File: config.mk
export PLATFORM = sky130hd
export DESIGN_NAME = seq_mult_32
export DESIGN_NICKNAME = d
export VERILOG_FILES = /design/src/rtl/seq_mult_32.sv
export SDC_FILE = /design/constraint.sdc
export NUM_CORES = 1
export LEC_CHECK = 0
export BUFFER_PORTS_ARGS = -buffer_cell sky130_fd_sc_hd__buf_2
export CAP_MARGIN = 20
export CORE_ASPECT_RATIO = 1.1
export CORE_MARGIN = 5
export CORE_UTILIZATION = 60
export CTS_CLUSTER_SIZE = 12
export DETAILED_ROUTE_END_ITERATION = 16
export PLACE_DENSITY = 0.93
export SYNTH_ARGS = -nofsm -noshare
export SYNTH_HDL_FRONTEND = slang
export SYNTH_SLANG_ARGS = --single-unit
File: constraint.sdc
create_clock -name clk -period 19.1 [get_ports clk]
set_input_delay 2.865 -clock clk [delete_from_list [all_inputs] [get_ports clk]]
set_output_delay 2.865 -clock clk [all_outputs]
set_load 0.005 [all_outputs]
File: src/rtl/seq_mult_32.sv
// Unsigned 32x32 -> 64-bit shift-and-add multiplier, one iteration per clock,
// built around the 32-bit ripple adder defined below.

module adderSubtractor #(
    parameter int unsigned W = 32
) (
    input  logic [W-1:0] a_i,
    input  logic [W-1:0] b_i,
    input  logic         sub_i,
    output logic [W-1:0] s_o,
    output logic         co_o
);

    // Ripple carry chain; sub_i inverts B and injects the +1 carry-in.
    always_comb begin
        logic c;
        logic bx;
        s_o = '0;
        c   = sub_i;
        bx  = 1'b0;
        for (int i = 0; i < int'(W); i++) begin
            bx     = b_i[i] ^ sub_i;
            s_o[i] = a_i[i] ^ bx ^ c;
            c      = (a_i[i] & bx) | (c & (a_i[i] ^ bx));
        end
        co_o = c;
    end

endmodule

module seq_mult_32 #(
    parameter int unsigned WIDTH = 32,
    parameter int unsigned CNT_W = 6
) (
    input  logic               clk,
    input  logic               rst,
    input  logic               start,
    input  logic [WIDTH-1:0]   a,
    input  logic [WIDTH-1:0]   b,
    output logic               busy,
    output logic               done,
    output logic [2*WIDTH-1:0] product
);

    typedef enum logic {
        IDLE = 1'b0,
        RUN  = 1'b1
    } state_e;

    state_e             state_q, state_d;
    logic [WIDTH-1:0]   mcand_q, mcand_d;
    logic [WIDTH-1:0]   acc_q, acc_d;
    logic [WIDTH-1:0]   mq_q, mq_d;
    logic [CNT_W-1:0]   cnt_q, cnt_d;
    logic               busy_q, busy_d;
    logic               done_q, done_d;
    logic [2*WIDTH-1:0] product_q, product_d;

    logic [WIDTH-1:0]   sum;
    logic               co;

    adderSubtractor #(.W(WIDTH)) u_add (
        .a_i   (acc_q),
        .b_i   (mcand_q),
        .sub_i (1'b0),
        .s_o   (sum),
        .co_o  (co)
    );

    always_ff @(posedge clk or posedge rst) begin
        if (rst) begin
            state_q   <= IDLE;
            mcand_q   <= '0;
            acc_q     <= '0;
            mq_q      <= '0;
            cnt_q     <= '0;
            busy_q    <= 1'b0;
            done_q    <= 1'b0;
            product_q <= '0;
        end else begin
            state_q   <= state_d;
            mcand_q   <= mcand_d;
            acc_q     <= acc_d;
            mq_q      <= mq_d;
            cnt_q     <= cnt_d;
            busy_q    <= busy_d;
            done_q    <= done_d;
            product_q <= product_d;
        end
    end

    always_comb begin
        state_d   = state_q;
        mcand_d   = mcand_q;
        acc_d     = acc_q;
        mq_d      = mq_q;
        cnt_d     = cnt_q;
        busy_d    = busy_q;
        done_d    = 1'b0;
        product_d = product_q;

        case (state_q)
            IDLE: begin
                if (start) begin
                    mcand_d = a;
                    mq_d    = b;
                    acc_d   = '0;
                    cnt_d   = '0;
                    busy_d  = 1'b1;
                    state_d = RUN;
                end
            end
            RUN: begin
                // Carry-out lands in acc MSB so the 65-bit partial sum never overflows.
                if (mq_q[0]) begin
                    {acc_d, mq_d} = {co, sum, mq_q[WIDTH-1:1]};
                end else begin
                    {acc_d, mq_d} = {1'b0, acc_q, mq_q[WIDTH-1:1]};
                end
                cnt_d = cnt_q + CNT_W'(1);
                if (cnt_q == CNT_W'(WIDTH - 1)) begin
                    product_d = {acc_d, mq_d};
                    done_d    = 1'b1;
                    busy_d    = 1'b0;
                    state_d   = IDLE;
                end
            end
            default: state_d = IDLE;
        endcase
    end

    assign busy    = busy_q;
    assign done    = done_q;
    assign product = product_q;

endmodule

# After elaboration in Yosys (flattened, before gate mapping)
# Cells that the tools add are included.
[word_totals]
register_bits = 169
latchBits = 0
mem_bits_rw = 0
romBits = 0
inputBits = 67
output_inout_bits = 66
word_cells = 189
n_memories = 0
[classes]
addsub = 1
multipliers = 0
div = 0
order_cmp = 0
n_eq_ne = 3
n_shift = 0
muxes = 16
bitwise = 158
reduce_logical = 3
[op_table]
columns = ["cell", "n"]
rows = [
  ["$mux W32", 4],
  ["$pmux W32 S2", 2],
  ["$and A1 B1 Y1", 63],
  ["$xor A1 B1 Y1", 63],
  ["$or A1 B1 Y1", 31],
  ["$pmux W6 S2", 1],
  ["$add A6 B1 Y6 const B", 1],
  ["$eq A6 B5 Y1 const B", 1],
  ["$mux W1", 6],
  ["$mux W6", 1],
  ["$reduce_and A2 Y1", 3],
  ["$pmux W1 S2", 2],
  ["$ne A2 B1 Y1 const B", 1],
  ["$ne A2 B2 Y1 const B", 1],
  ["$not A1 Y1", 1],
]

# Depth between registers and ports, before layout
# Gate-level depths: netlist (run 1).
[logic_depth]
depth_word = 65
depth_mapped = 37
ltp_nobuf = 37

# Modules after synthesis
# Synthesis (run 1) repeated with hierarchy kept, for this count alone.
[hier_totals]
hier_cells = 752
hier_area_um2 = 8320.5
[by_module_without_submodules]
columns = ["mod", "n_inst", "cells_each", "area_each_um2", "seq_area_each_um2"]
rows = [
  ["seq_mult_32", 1, 624, 7121.8, 4229.1],
  ["adderSubtractor", 1, 128, 1198.6, 0.0],
]

# Worst setup path before layout (run 1)
# Ideal clock, no wire load.
[synth_path]
kind = "register to register"
from = "reg acc_q[0]"
to = "reg product_q[62], in the netlist product[62]"
setup_ps = 127
arrival_ps = 12447
path_slack_ps = 6525
stages_incl_launch_ff = 37
path_buffers = 0
synth_period_minus_slack_ps = 12575
cell_sequence = "dfrtp_1 -> ha_1 -> inv_1 -> fa_1 -> fa_1 -> fa_1 -> fa_1 -> fa_1 -> fa_1 -> fa_1 -> fa_1 -> fa_1 -> fa_1 -> fa_1 -> fa_1 -> fa_1 -> fa_1 -> fa_1 -> fa_1 -> fa_1 -> fa_1 -> fa_1 -> fa_1 -> fa_1 -> fa_1 -> fa_1 -> fa_1 -> fa_1 -> fa_1 -> fa_1 -> fa_1 -> inv_1 -> fa_1 -> fa_1 -> fa_1 -> mux2_2 -> mux2_1"
[synth_between]
elab_chain_cells = 63
[synth_lines]
columns = ["element", "line", "source"]
rows = [
  ["start: declaration", "52", "logic [WIDTH-1:0] acc_q, acc_d;"],
  ["start signal: assignment", "74", "acc_q <= '0;"],
  ["start signal: assignment", "83", "acc_q <= acc_d;"],
  ["$and A1 B1 Y1 (2 in series)", "24", "c = (a_i[i] & bx) | (c & (a_i[i] ^ bx));"],
  ["$or A1 B1 Y1", "24", ""],
  ["$and A1 B1 Y1", "24", ""],
  ["$or A1 B1 Y1", "24", ""],
  ["$and A1 B1 Y1", "24", ""],
  ["$or A1 B1 Y1", "24", ""],
  ["$and A1 B1 Y1", "24", ""],
  ["$or A1 B1 Y1", "24", ""],
  ["[... 46 more ...]", "-", ""],
  ["$and A1 B1 Y1", "24", ""],
  ["$or A1 B1 Y1", "24", ""],
  ["$and A1 B1 Y1", "24", ""],
  ["$or A1 B1 Y1", "24", ""],
  ["$and A1 B1 Y1", "24", ""],
  ["$or A1 B1 Y1", "24", ""],
  ["$xor A1 B1 Y1", "23", "s_o[i] = a_i[i] ^ bx ^ c;"],
  ["$mux W32", "115", "if (mq_q[0]) begin"],
  ["end signal: assignment", "88", "product_q <= product_d;"],
  ["end: declaration", "57", "logic [2*WIDTH-1:0] product_q, product_d;"],
]
# Every way passes these cells.
# A chain may end at the register's enable or synchronous reset.

# Worst setup path after layout (run 1)
# Ends and elaborated chain as after synthesis.

==> impl_metrics.csv, run 1 <==
group,metric,value,unit
outcome,status,"complete, no violations",
setup_path,cp_common_cell,"fa_1",
synth,ys_types,26,
floorplanning,rows,43,
power_and_ir_drop,p_comb_share,39.3,%
power_and_ir_drop,switching_share,35.5,%
timing,skew,0.0125,ns
clock_network,cts_setup_buffers,0,
drt,drc,0,
drt,wl_per_cell,16.7,um
clock_network,path_clk_slew,0.06,ns
timing,grt_setup_unrepaired,"no",
setup_path,criticalPathCategory,"register to register",
cells_and_area,fill_cells,877,
setup_path,r2r_start,"acc_q[0]$_DFFE_PP0P_",
worst_hold_path,hp-class,"register to register",
timing,setup_viol,0,
clock_network,cts-root-buf,"clkbuf_16",
global_routing,grt_use_met2,36.3,%
worst_hold_path,holdPathStages,1,
floorplanning,dieArea,15300,um^2
drt,drtAntennaViolNets,0,
global_routing,track_usage,22.0,%
clock_network,hold_buffers,0,
synth,synthArstFlopShare,100,%
cells_and_area,design_area,9150,um^2
synth,mappedNetlistNets,787,
power_and_ir_drop,p_leak,4.67,nW
placed_design,placed_cell_area,8470,um^2
drt,dr_total_vias,5285,
floorplanning,initial_core_util,61.5,%
timing,finalCriticalPeriod,13.28,ns
floorplanning,core,12600,um^2
timing,fmax,0.0753,GHz
setup_path,path_max_fanout,3,
global_routing,top_usage_layer,"met2",
floorplanning,io-pin-count,133,
power_and_ir_drop,p_clk_share,21.9,%
setup_path,cp_slowest_stage_delay,0.43,ns
clock_network,ctsLongestPathBuffers,2,
clock_network,cts_htree_levels,4,
power_and_ir_drop,internal_power,0.00105,W
cells_and_area,areaGrowthSynthToFinish,17.6,%
placed_design,io_buffers,132,
timing,hold_violations,0,
synth,yosysSeqAreaShare,54.4,%
synth,yosys.area.top_type,"dfrtp_1",
clock_network,cts_buffers,17,
power_and_ir_drop,ir_drop,0.135,mV
worst_hold_path,hold_start,"product[20]$_DFFE_PP0P_",
clock_network,cts-resized-gates,0,
setup_path,r2r.worst_path.cells,36,
floorplanning,die_x,119,um
placed_design,dp_hpwl,10500,um
drt,first_iter_violations,418,
synth,synth_top_area_share,54.4,%
placed_design,place.gp.congestion,0.782,
power_and_ir_drop,p_sw,0.000577,W
setup_path,r2r-end,"product[62]$_DFFE_PP0P_",
global_routing,met3_usage,4.80,%
run,drv_cap,0,
drt,drt-total-wl,16200,um
timing,fin_setup_tns,0,ns
timing,slew_headroom,35.1,%
setup_path,worst_ep_required_time,19.40,ns
setup_path,r2r_setup_slack,5.82,ns
clock_network,clkSinkCount,169,
global_routing,grt_pass1_wl,26900,um
synth,syn_area,7780,um^2
synth,yosys_warnings,0,
drt,dr.pass1.iters,4,
setup_path,worst_setup_path_end_kind,"register",
global_routing,antenna_found_initial,2,
synth,syn_area_per_cell,11.3,um^2
synth,synth_ff_type,"dfrtp_1",
synth,synth_seq_cells,169,
global_routing,grt_overflow,0,
global_routing,grt_max_degree,109,
global_routing,first_global_vias,5522,
synth,synthTopCellsByCount,"dfrtp_1, nand2_1, o21ai_0",
synth,synth_area_leaders,"dfrtp_1, fa_1, mux2_2, mux2i_1, o21ai_0",
synth,yosysMostFrequentCell,"dfrtp_1",
synth,synth_edf_count,0,
power_and_ir_drop,seq_power_share,38.8,%
clock_network,cts_tree,"built",
timing,slew_violations,0,
worst_hold_path,min_to,"product[20]$_DFFE_PP0P_",
setup_path,slowest_stage,"fa_1",
setup_path,cp.arrival,13.59,ns
timing,post-route-period-util,69.5,%
global_routing,grtUsageMet1,28.4,%
synth,syn_inst,687,
clock_network,worstSkewPairLatency,0.42,ns
power_and_ir_drop,cellPowerDensity,178,nW/um^2
floorplanning,die_h,129,um
drt,vias_per_cell,5.44,
cells_and_area,drive_gt1_share,26.7,%
timing,worstMarginPinSlew,0.973,ns
setup_path,crit_path_start_kind,"register",
cells_and_area,fin_nets,900,
[per-stage QoR]
stage	util, %	hold slack [ns]	worst slack [ns]	cells	power [W]
5_1_grt	72.4	0.505	5.46	971	0.00176
4_1_cts	72.0	0.483	5.84	968	0.00163
3_3_place_gp	67.0	0.462	6.14	936	0.00121
3_5_place_dp	67.0	0.469	5.96	936	0.00126
6_report	72.4	0.480	5.82	971	0.00162
2_1_floorplan	-	0.452	6.53	687	0.00106
[layout make-up]
cell class,instances,area [um^2],share of cell area (%)
antenna,1,2.50,0.0274
clock buffer,19,453,4.95
clock inverter,13,170,1.86
inverter,61,234,2.56
multi-input combinational,413,3120,34.1
sequential,169,4230,46.3
tap,157,196,2.15
timing repair buffer,138,741,8.10
[power by group through the flow]
stage | Combinational (W) | Clock [W] | Sequential (W)
final | 0.000638 | 0.000356 | 0.000630
after global routing | 0.000728 | 0.000380 | 0.000652
after CTS | 0.000627 | 0.000362 | 0.000643
after detailed placement | 0.000615 | 0 | 0.000646
after global placement | 0.000574 | 0 | 0.000636
after floorplan | 0.000451 | 0 | 0.000611
[flip-flops by register name (all words and copies together), names as in the netlist]
signal,count
done,1
busy,1
acc_q,32
cnt_q,6
mcand_q,32
state_q,1
mq_q,32
product,64
[cells in the final DEF (no fill, tap or decap), types with 5 or more instances in the layout]
cell type,synthesis,layout
inv_1,61,60
fa_1,31,31
clkinvlp_4,0,6
a21o_1,28,28
nand2_1,78,78
nor3_1,27,27
o21ai_0,65,65
clkbuf_16,0,17
mux2i_1,34,34
nand2b_1,5,5
buf_4,3,5
dfrtp_1,169,167
mux2_2,42,42
buf_2,7,131
nor2_1,32,32
mux2_1,26,26
a21oi_1,32,32
[kinds of logic after synthesis]
logic type      Yosys count  synth area share (%)
compound gates          128                  9.24
fa+ha+maj                33                  8.30
buf+inv                 105                  5.71
flops                   169                  54.4
mux                     102                  14.2
simple gates            150                  8.14
[how the worst max path moves through the flow]
| stage | slack, ns | to | startpoint | depth (start not counted) |
|---|---|---|---|---|
| finish | 5.82 | product[62]$_DFFE_PP0P_ | acc_q[0]$_DFFE_PP0P_ | 36 |
| CTS | 5.84 | product[62]$_DFFE_PP0P_ | acc_q[0]$_DFFE_PP0P_ | 36 |
| detailed placement | 5.96 | product[62]$_DFFE_PP0P_ | acc_q[0]$_DFFE_PP0P_ | 36 |
| global placement | 6.14 | product[62]$_DFFE_PP0P_ | acc_q[0]$_DFFE_PP0P_ | 36 |
| floorplan | 6.53 | product[62]$_DFFE_PP0P_ | acc_q[0]$_DFFE_PP0P_ | 36 |
| global route | 5.46 | product[62]$_DFFE_PP0P_ | acc_q[0]$_DFFE_PP0P_ | 36 |
[routing by layer]
layer / up-vias / part of all wire (%)
li1: 2499 / -
met4: 2 / 3.0
met3: 38 / 4.2
met5: - / 0.080
met2: 135 / 52
met1: 2611 / 41
[critical path: cells and delay by family (launching register included)]
kind / cells / cell delay [ns]
fa+ha+maj: 32 / 12.08
buf+inv: 2 / 0.13
flops: 1 / 0.36
mux: 2 / 0.59
(Power assumes the default switching activity.)
==> run 2, diff against run 1 <==
- CORE_UTILIZATION: 60 -> 56
- PLACE_DENSITY: 0.93 -> 0.89
- clock period: 19.1 -> 13.54 ns (I/O delays scaled with it)
==> impl_metrics.csv, run 2 (synthesized netlist as in run 1, its figures left out) <==
group,metric,value,unit
clock_network,cts_htree_levels,4,
cells_and_area,final_cell_mix,"dfrtp_1, buf_2, nand2_1, o21ai_0, inv_1",
placed_design,place.gp.congestion,0.758,
timing,fmax,0.0761,GHz
worst_hold_path,hp-class,"register to register",
setup_path,slowest_stage,"fa_1",
floorplanning,rows,45,
clock_network,cts_buffers,17,
timing,hold_violations,0,
timing,worstMarginPinSlew,0.973,ns
global_routing,grt_max_degree,114,
floorplanning,initial_core_util,56.6,%
clock_network,worstSkewPairLatency,0.42,ns
placed_design,io_buffers,132,
floorplanning,die_x,122,um
setup_path,worst_setup_path_end_kind,"register",
drt,first_iter_violations,320,
drt,vias_per_cell,5.24,
drt,drc,0,
global_routing,first_global_vias,5379,
outcome,status,"complete, no violations",
global_routing,track_usage,20.8,%
timing,slew_violations,0,
global_routing,antenna_found_initial,0,
power_and_ir_drop,cellPowerDensity,245,nW/um^2
clock_network,cts_tree,"built",
cells_and_area,antennaDiodeCount,0,
timing,finalWorstSetupSlack,0.405,ns
setup_path,worst_ep_required_time,13.84,ns
clock_network,hold_buffers,0,
cells_and_area,post-route-util,66.3,%
drt,dr_total_vias,5250,
clock_network,cts_setup_buffers,0,
setup_path,cp_slowest_stage_delay,0.41,ns
timing,skew,0.00958,ns
timing,grt_setup_unrepaired,"no",
setup_path,path_max_fanout,3,
setup_path,cp_common_cell,"fa_1",
timing,post-route-period-util,97.0,%
run,drv_cap,0,
drt,drtAntennaViolNets,0,
timing,slew_headroom,35.1,%
timing,fin_setup_tns,0,ns
global_routing,grt_overflow,0,
drt,dr.pass1.iters,4,
cells_and_area,areaGrowthSynthToFinish,17.2,%
setup_path,crit_path_start_kind,"register",
clock_network,ctsLongestPathBuffers,2,
timing,finalCriticalPeriod,13.14,ns
power_and_ir_drop,p_leak,4.64,nW
placed_design,dp_hpwl,10400,um
drt,wl_per_cell,16.0,um
cells_and_area,drive_gt1_share,26.2,%
timing,setup_viol,0,
global_routing,grt_pass1_wl,26600,um
floorplanning,io-pin-count,133,
power_and_ir_drop,ir_drop,0.127,mV
clock_network,path_clk_slew,0.07,ns
floorplanning,core,13700,um^2
cells_and_area,final_common_cell,"dfrtp_1",
cells_and_area,largest_reg_flops,64,
setup_path,cp.arrival,13.44,ns
setup_path,criticalPathCategory,"register to register",
floorplanning,dieArea,16300,um^2
clock_network,clkSinkCount,169,
clock_network,cts-root-buf,"clkbuf_16",
cells_and_area,fin_nets,901,
drt,drt-total-wl,16000,um
floorplanning,die_h,134,um
cells_and_area,fill_cells,1081,
placed_design,pre_cts_ws,0.472,ns
## run 2: layer usage
layer / up-vias / global-route usage [%] / routed length [um]
met5: - / 0 / 0
met4: 0 / 7.41 / 360
met3: 25 / 5.31 / 653
met2: 115 / 33.8 / 8250
met1: 2614 / 27.2 / 6710
li1: 2496 / - / -
## run 2: path summary, 6_finish.rpt
kind / start / to / slack (ns) / depth (start not counted)
worst max-delay path: acc_q[0]$_DFFE_PP0P_ / product[62]$_DFFE_PP0P_ / 0.40 / 36
worst min-delay path: product[20]$_DFFE_PP0P_ / product[20]$_DFFE_PP0P_ / 0.48 / 1
worst max register to register: acc_q[0]$_DFFE_PP0P_ / product[62]$_DFFE_PP0P_ / 0.40 / 36
worst min register to register: product[20]$_DFFE_PP0P_ / product[20]$_DFFE_PP0P_ / 0.48 / 1
max in group asynchronous: rst / mq_q[27]$_DFFE_PP0P_ / 11.15 / 3
min in group asynchronous: rst / acc_q[25]$_DFFE_PP0P_ / 1.50 / 2
## run 2: what timing repair did
item                                   CTS  global route
resized for setup                        0             1
endpoints found under the hold margin    0             0
setup endpoints to repair                0             1
## run 2: where the power goes
part | switching (W) | internal (W)
logic | 0.000467 | 0.000428
registers | 0.000141 | 0.000748
clock network | 0.000189 | 0.000261
## run 2: final cells by class
cell class / count / area (um^2) / area share (%)
clock inverters: 7 / 71.3 / 0.783
repair buffers: 139 / 748 / 8.21
well taps: 188 / 235 / 2.58
inverters: 61 / 234 / 2.57
clock buffers: 24 / 472 / 5.18
multi-input cells: 413 / 3120 / 34.2
flip-flops and latches: 169 / 4230 / 46.5
## run 2: worst max-delay path, delay by kind of cell (launching register included)
| kind | cells | cell delay, ns |
|---|---|---|
| adders and majority gates | 32 | 11.94 |
| muxes | 2 | 0.59 |
| DFF | 1 | 0.36 |
| buffers and inverters | 2 | 0.13 |
## run 2: stage by stage
| step | hold WS (ns) | instance area [um^2] | power, W | std cells |
|---|---|---|---|---|
| 2_1_floorplan | 0.452 | 7780 | 0.00150 | 687 |
| 3_3_place_gp | 0.462 | 8520 | 0.00171 | 968 |
| 3_5_place_dp | 0.471 | 8520 | 0.00178 | 968 |
| 4_1_cts | 0.484 | 9060 | 0.00225 | 999 |
| 5_1_grt | 0.499 | 9110 | 0.00243 | 1001 |
| 6_report | 0.478 | 9110 | 0.00223 | 1001 |
